File: src/rtl/y86_pkg.sv
// Shared Y86-64 constants: icodes, register ids, status codes, word width.
// Also holds the control FSM state type and an exception helper.
package y86_pkg;

  localparam int WORD_W = 64;

  localparam logic [3:0] I_HALT   = 4'h0;
  localparam logic [3:0] I_NOP    = 4'h1;
  localparam logic [3:0] I_MRMOVQ = 4'h5;
  localparam logic [3:0] I_OPQ    = 4'h6;
  localparam logic [3:0] I_JXX    = 4'h7;
  localparam logic [3:0] I_CALL   = 4'h8;
  localparam logic [3:0] I_RET    = 4'h9;
  localparam logic [3:0] I_POPQ   = 4'hB;

  localparam logic [3:0] RNONE = 4'hF;

  localparam logic [2:0] S_AOK = 3'd1;
  localparam logic [2:0] S_HLT = 3'd2;
  localparam logic [2:0] S_ADR = 3'd3;
  localparam logic [2:0] S_INS = 3'd4;

  typedef enum logic {
    ST_RUN,
    ST_HALTED
  } ctrl_state_t;

  function automatic logic exc(input logic [2:0] stat);
    return stat != S_AOK;
  endfunction

endpackage

File: src/rtl/hazard_detect.sv
// Combinational hazard terms and RUN-state pipeline control equations.
// In: D/E icodes, decode sources, E_dstM, e_Cnd, m_stat/W_stat. Out: stalls, bubbles, set_cc.
module hazard_detect
  import y86_pkg::*;
(
  input  logic [3:0] D_icode,
  input  logic [3:0] d_srcA,
  input  logic [3:0] d_srcB,
  input  logic [3:0] E_icode,
  input  logic [3:0] E_dstM,
  input  logic       e_Cnd,
  input  logic [3:0] M_icode,
  input  logic [2:0] m_stat,
  input  logic [2:0] W_stat,
  output logic       F_stall,
  output logic       D_stall,
  output logic       D_bubble,
  output logic       E_bubble,
  output logic       M_bubble,
  output logic       W_stall,
  output logic       set_cc
);

  logic load_use;
  logic ret_hz;
  logic mispred;

  assign load_use = (E_icode == I_MRMOVQ || E_icode == I_POPQ)
                  && E_dstM != RNONE
                  && (E_dstM == d_srcA || E_dstM == d_srcB);

  assign ret_hz = D_icode == I_RET || E_icode == I_RET
               || M_icode == I_RET;

  assign mispred = E_icode == I_JXX && !e_Cnd;

  assign F_stall  = load_use | ret_hz;
  assign D_stall  = load_use;
  // a stalled D must keep its instruction, so ret never bubbles it then
  assign D_bubble = mispred | (ret_hz & ~load_use);
  assign E_bubble = mispred | load_use;
  assign M_bubble = exc(m_stat) | exc(W_stat);
  assign W_stall  = exc(W_stat);
  assign set_cc   = E_icode == I_OPQ && !exc(m_stat) && !exc(W_stat);

endmodule

File: src/rtl/pipe_ctrl.sv
// Fetch-PC sequencer, pipeline control FSM and saturating stall counter.
// In: stage icodes/values/status. Out: f_pc, stalls/bubbles, set_cc, halted, stat_out, stall_cnt.
module pipe_ctrl
  import y86_pkg::*;
#(
  parameter logic [63:0] RESET_PC = 64'h0,
  parameter int          CNT_W    = 32
) (
  input  logic             clk,
  input  logic             reset,
  input  logic [3:0]       f_icode,
  input  logic [63:0]      f_valC,
  input  logic [63:0]      f_valP,
  input  logic [3:0]       D_icode,
  input  logic [3:0]       d_srcA,
  input  logic [3:0]       d_srcB,
  input  logic [3:0]       E_icode,
  input  logic [3:0]       E_dstM,
  input  logic             e_Cnd,
  input  logic [3:0]       M_icode,
  input  logic             M_Cnd,
  input  logic [63:0]      M_valA,
  input  logic [2:0]       m_stat,
  input  logic [3:0]       W_icode,
  input  logic [63:0]      W_valM,
  input  logic [2:0]       W_stat,
  output logic [63:0]      f_pc,
  output logic             F_stall,
  output logic             D_stall,
  output logic             D_bubble,
  output logic             E_bubble,
  output logic             M_bubble,
  output logic             W_stall,
  output logic             set_cc,
  output logic             halted,
  output logic [2:0]       stat_out,
  output logic [CNT_W-1:0] stall_cnt
);

  ctrl_state_t state;
  ctrl_state_t state_nxt;

  logic [63:0] pred_pc;
  logic [63:0] pred_nxt;

  logic hz_f_stall;
  logic hz_d_stall;
  logic hz_d_bubble;
  logic hz_e_bubble;
  logic hz_m_bubble;
  logic hz_w_stall;
  logic hz_set_cc;

  hazard_detect u_hz (
    .D_icode  (D_icode),
    .d_srcA   (d_srcA),
    .d_srcB   (d_srcB),
    .E_icode  (E_icode),
    .E_dstM   (E_dstM),
    .e_Cnd    (e_Cnd),
    .M_icode  (M_icode),
    .m_stat   (m_stat),
    .W_stat   (W_stat),
    .F_stall  (hz_f_stall),
    .D_stall  (hz_d_stall),
    .D_bubble (hz_d_bubble),
    .E_bubble (hz_e_bubble),
    .M_bubble (hz_m_bubble),
    .W_stall  (hz_w_stall),
    .set_cc   (hz_set_cc)
  );

  always_comb begin
    f_pc = pred_pc;
    if (M_icode == I_JXX && !M_Cnd) begin
      f_pc = M_valA;
    end else if (W_icode == I_RET) begin
      f_pc = W_valM;
    end
  end

  assign pred_nxt = (f_icode == I_JXX || f_icode == I_CALL)
                  ? f_valC : f_valP;

  always_comb begin
    state_nxt = state;
    halted    = 1'b0;
    F_stall   = hz_f_stall;
    D_stall   = hz_d_stall;
    D_bubble  = hz_d_bubble;
    E_bubble  = hz_e_bubble;
    M_bubble  = hz_m_bubble;
    W_stall   = hz_w_stall;
    set_cc    = hz_set_cc;
    unique case (state)
      ST_RUN: begin
        if (exc(W_stat)) state_nxt = ST_HALTED;
      end
      ST_HALTED: begin
        halted   = 1'b1;
        F_stall  = 1'b1;
        D_stall  = 1'b1;
        W_stall  = 1'b1;
        D_bubble = 1'b0;
        E_bubble = 1'b0;
        M_bubble = 1'b0;
        set_cc   = 1'b0;
      end
    endcase
  end

  always_ff @(posedge clk) begin
    if (reset) begin
      state     <= ST_RUN;
      pred_pc   <= RESET_PC;
      stat_out  <= S_AOK;
      stall_cnt <= '0;
    end else begin
      state <= state_nxt;
      if (state == ST_RUN && exc(W_stat)) stat_out <= W_stat;
      if (!F_stall) pred_pc <= pred_nxt;
      if (F_stall && stall_cnt != '1)
        stall_cnt <= stall_cnt + CNT_W'(1);
    end
  end

endmodule

File: config.mk
export PLATFORM = sky130hd
export DESIGN_NAME = pipe_ctrl
export DESIGN_NICKNAME = d
export VERILOG_FILES = /design/src/rtl/y86_pkg.sv /design/src/rtl/hazard_detect.sv /design/src/rtl/pipe_ctrl.sv
export SDC_FILE = /design/constraint.sdc
export NUM_CORES = 1
export LEC_CHECK = 0
export ABC_AREA = 1
export BUFFER_PORTS_ARGS = -buffer_cell sky130_fd_sc_hd__buf_2
export CAP_MARGIN = 30
export CORE_AREA = 10 10 150 152
export DETAILED_ROUTE_END_ITERATION = 8
export DIE_AREA = 0 0 160 162
export PLACE_DENSITY = 0.7
export SETUP_SLACK_MARGIN = 0.05
export SYNTH_ARGS = -nofsm -noshare
export SYNTH_HDL_FRONTEND = slang
export SYNTH_SLANG_ARGS = --single-unit
File: constraint.sdc
create_clock -name clk -period 2.9 [get_ports clk]
set_input_delay 0.58 -clock clk [delete_from_list [all_inputs] [get_ports clk]]
set_output_delay 0.58 -clock clk [all_outputs]
set_load 0.1 [all_outputs]
==> results.json <==
{
  "final_area_um2": 11250,
  "via_per_inst": 4.945,
  "chipWidth_um": 160,
  "antenna_found_initial": 9,
  "grt_setup_unrepaired": "no",
  "whs_path_depth": 2,
  "start_kind": "input pin",
  "gp_congestion": 0.9281,
  "grt_start_max_net_pins": 72,
  "p_total_mw": 5.046,
  "fin_crit_sh_pct": 96.90,
  "root_buffer": "clkbuf_16",
  "fp.dieH_um": 162,
  "critPathMostFrequentCell": "buf_12",
  "hold_buffers": 0,
  "finalNetCount": 1838,
  "first_iter_violations": 469,
  "reg2reg_setup_slack_ns": 0.97,
  "instances_no_fill": 1816,
  "cts_made_buffers": 9,
  "vias": 8981,
  "top_level_ports": 405,
  "critPathCaptureType": "primary output",
  "critPathBufInv": 3,
  "hold_viol": 0,
  "rows": 51,
  "synth.distinct_cells": 32,
  "cp.arrival_ns": 2.23,
  "ant_nets": 0,
  "period_needed_ns": 2.810,
  "r2r_cells": 10,
  "cp.required_ns": 2.32,
  "clock_skew_ns": 0.008304,
  "synthArstFlopShare_pct": 0,
  "syn_avg_cell_area_um2": 5.706,
  "dpl_worst_slack_ns": 0.1189,
  "cp.depth": 7,
  "h-tree-depth": 3,
  "synth_edf_count": 0,
  "synth_area_um2": 6773,
  "cts_setup_buffers": 0,
  "crit_chain": "buf_2, nor3b_1, nand3_4, buf_12, nor2_1, a31oi_4, buf_12",
  "clk_pin_slew_worst_paths_ns": 0.06,
  "path_class": "input pin to primary output",
  "clk_latency_ns": 0.35,
  "ir_drop_v": 0.0002826,
  "status": "completed",
  "max_stage_delay_ns": 0.33,
  "cts_tree": "built",
  "detail_route.wl_per_cell_um": 17.66,
  "min_path_type": "flip-flop to flip-flop",
  "synth-main-ff-cell": "dfxtp_1",
  "clockBufferDepth": 2,
  "dpl.cell_count": 1793,
  "grt_overflow_total": 0,
  "worst_path_max_delay_cell": "nor3b_1",
  "clock_sinks": 100,
  "dp_hpwl_mm": 25.78,
  "wirelength_mm": 32.07,
  "whs_ns": 0.4648,
  "route.detailed.drc": 0,
  "start_util_pct": 34.91,
  "firstDrtPassIters": 5,
  "grt.total_usage_pct": 23.25,
  "leakage_nw": 5.147,
  "power_density_nw_per_um2": 448.5,
  "worstPathMaxFanout": 61,
  "slew_viol_final": 0,
  "numPortBuffers": 404,
  "max_freq_ghz": 0.3559,
  "die_area_um2": 25920,
  "yosysWarningCount": 0,
  "syn_nets": 1486,
  "coreArea_um2": 19400,
  "syn_inst": 1187,
  "drive_above_1_share_pct": 34.33,
  "worstMarginPinSlew_ns": 0.7505,
  "cts_resized": 0,
  "grt_pass1_vias": 8909,
  "ys_seq_area_share_pct": 29.56,
  "drv_cap": 0,
  "cp_top_family": "simple AND/OR/NAND/NOR gates",
  "grt_pass1_wl_mm": 48.93,
  "area_delta_synth_final_pct": 66.12,
  "worst_slack_ns": 0.09004,
  "placed_area_um2": 10870,
  "relSlewSlack_pct": 49.97,
  "ys_ff_latch": 100,
  "setup_viol": 0
}
## cell usage after synthesis, types with 2 or more instances
cell type	n	area share, %
nand3_1	109	8.1
nor3_1	8	0.59
a31oi_1	64	5.9
buf_6	9	1.5
nand2_2	8	0.74
buf_1	14	0.78
dfxtp_1	100	30
buf_2	13	0.96
nor2_4	2	0.33
nand4_1	8	0.74
inv_1	43	2.4
a21oi_1	100	7.4
and3_1	2	0.18
clkbuf_1	38	2.1
nand2_1	497	28
o21ai_0	2	0.15
nor2_2	2	0.18
nand3_2	2	0.30
buf_4	5	0.55
inv_2	10	0.55
nor2_1	140	7.8
## logic make-up (layout without fill, tap and decap cells)
| family | count (synthesis) | after routing | share of synthesized area, % |
|---|---|---|---|
| buf+inv | 132 | 489 | 8.831 |
| other cells | 0 | 7 | 0 |
| compound gates | 170 | 170 | 13.93 |
| simple gates | 784 | 784 | 47.50 |
| fa+ha+maj | 1 | 1 | 0.1847 |
| flops | 100 | 100 | 29.56 |
## per-layer routing
layer,global-route usage (%),wire (µm),vias up
li1,-,-,4550
met1,25.88,12490,4071
met2,41.26,16360,308
met3,7.710,2515,44
met4,6.845,651,8
met5,0,53,-
## layout make-up
| class | count | area [µm²] |
|---|---|---|
| fillers | 1884 | 8148 |
| flip-flops and latches | 100 | 2002 |
| multi-input cells | 955 | 5120 |
| diodes | 7 | 17.52 |
| repair buffers | 420 | 3218 |
| clock inverters | 6 | 133.9 |
| clock buffers | 10 | 229.0 |
| well taps | 265 | 331.6 |
| inverters | 53 | 198.9 |
## final timing paths
check / startpoint / endpoint
min: pred_pc[33] / pred_pc[33]
min reg2reg: pred_pc[33] / pred_pc[33]
max reg2reg: stall_cnt[0] / stall_cnt[22]
max: M_icode[3] / f_pc[23]
## stage by stage
step,util (%),setup TNS (ns)
after global routing,57.96,0
after CTS,57.91,0
after global placement,56.04,0
after floorplan,-,-2.377
final,58.00,0
after detailed placement,56.04,0
## tightest hold or removal path, stage by stage, from the launching register on
cell     delay [ns]
dfxtp_1        0.31
nand2_1        0.06
a21oi_1        0.05
## cell usage in the layout (no fill, tap or decap), types with 2 or more instances in the layout
cell and count:
inv_1 43, a31oi_4 60, dfxtp_1 100, nand3_1 108
inv_2 10, a21oi_1 100, a31oi_1 4, nand2_2 9
buf_2 339, nor2_4 2, buf_12 73, clkbuf_16 9
nand4_1 8, nand2_1 496, buf_4 8, nand3_4 3
bufinv_16 4, o21ai_2 2, diode_2 7, nor3_1 8
nor2_2 2, nor2_1 140
## report_power, final
part	total, mW	internal (mW)	switching [mW]
logic	2.09	0.739	1.35
registers	1.49	1.45	0.0429
clock network	1.47	0.933	0.533
total	5.05	3.12	1.93
## flip-flops by register name, indices dropped and copies added (netlist names)
| signal | flops |
|---|---|
| stall_cnt | 32 |
| pred_pc | 64 |
| stat_out | 3 |
| state | 1 |
Note: power is estimated with default switching activity, not from simulation.
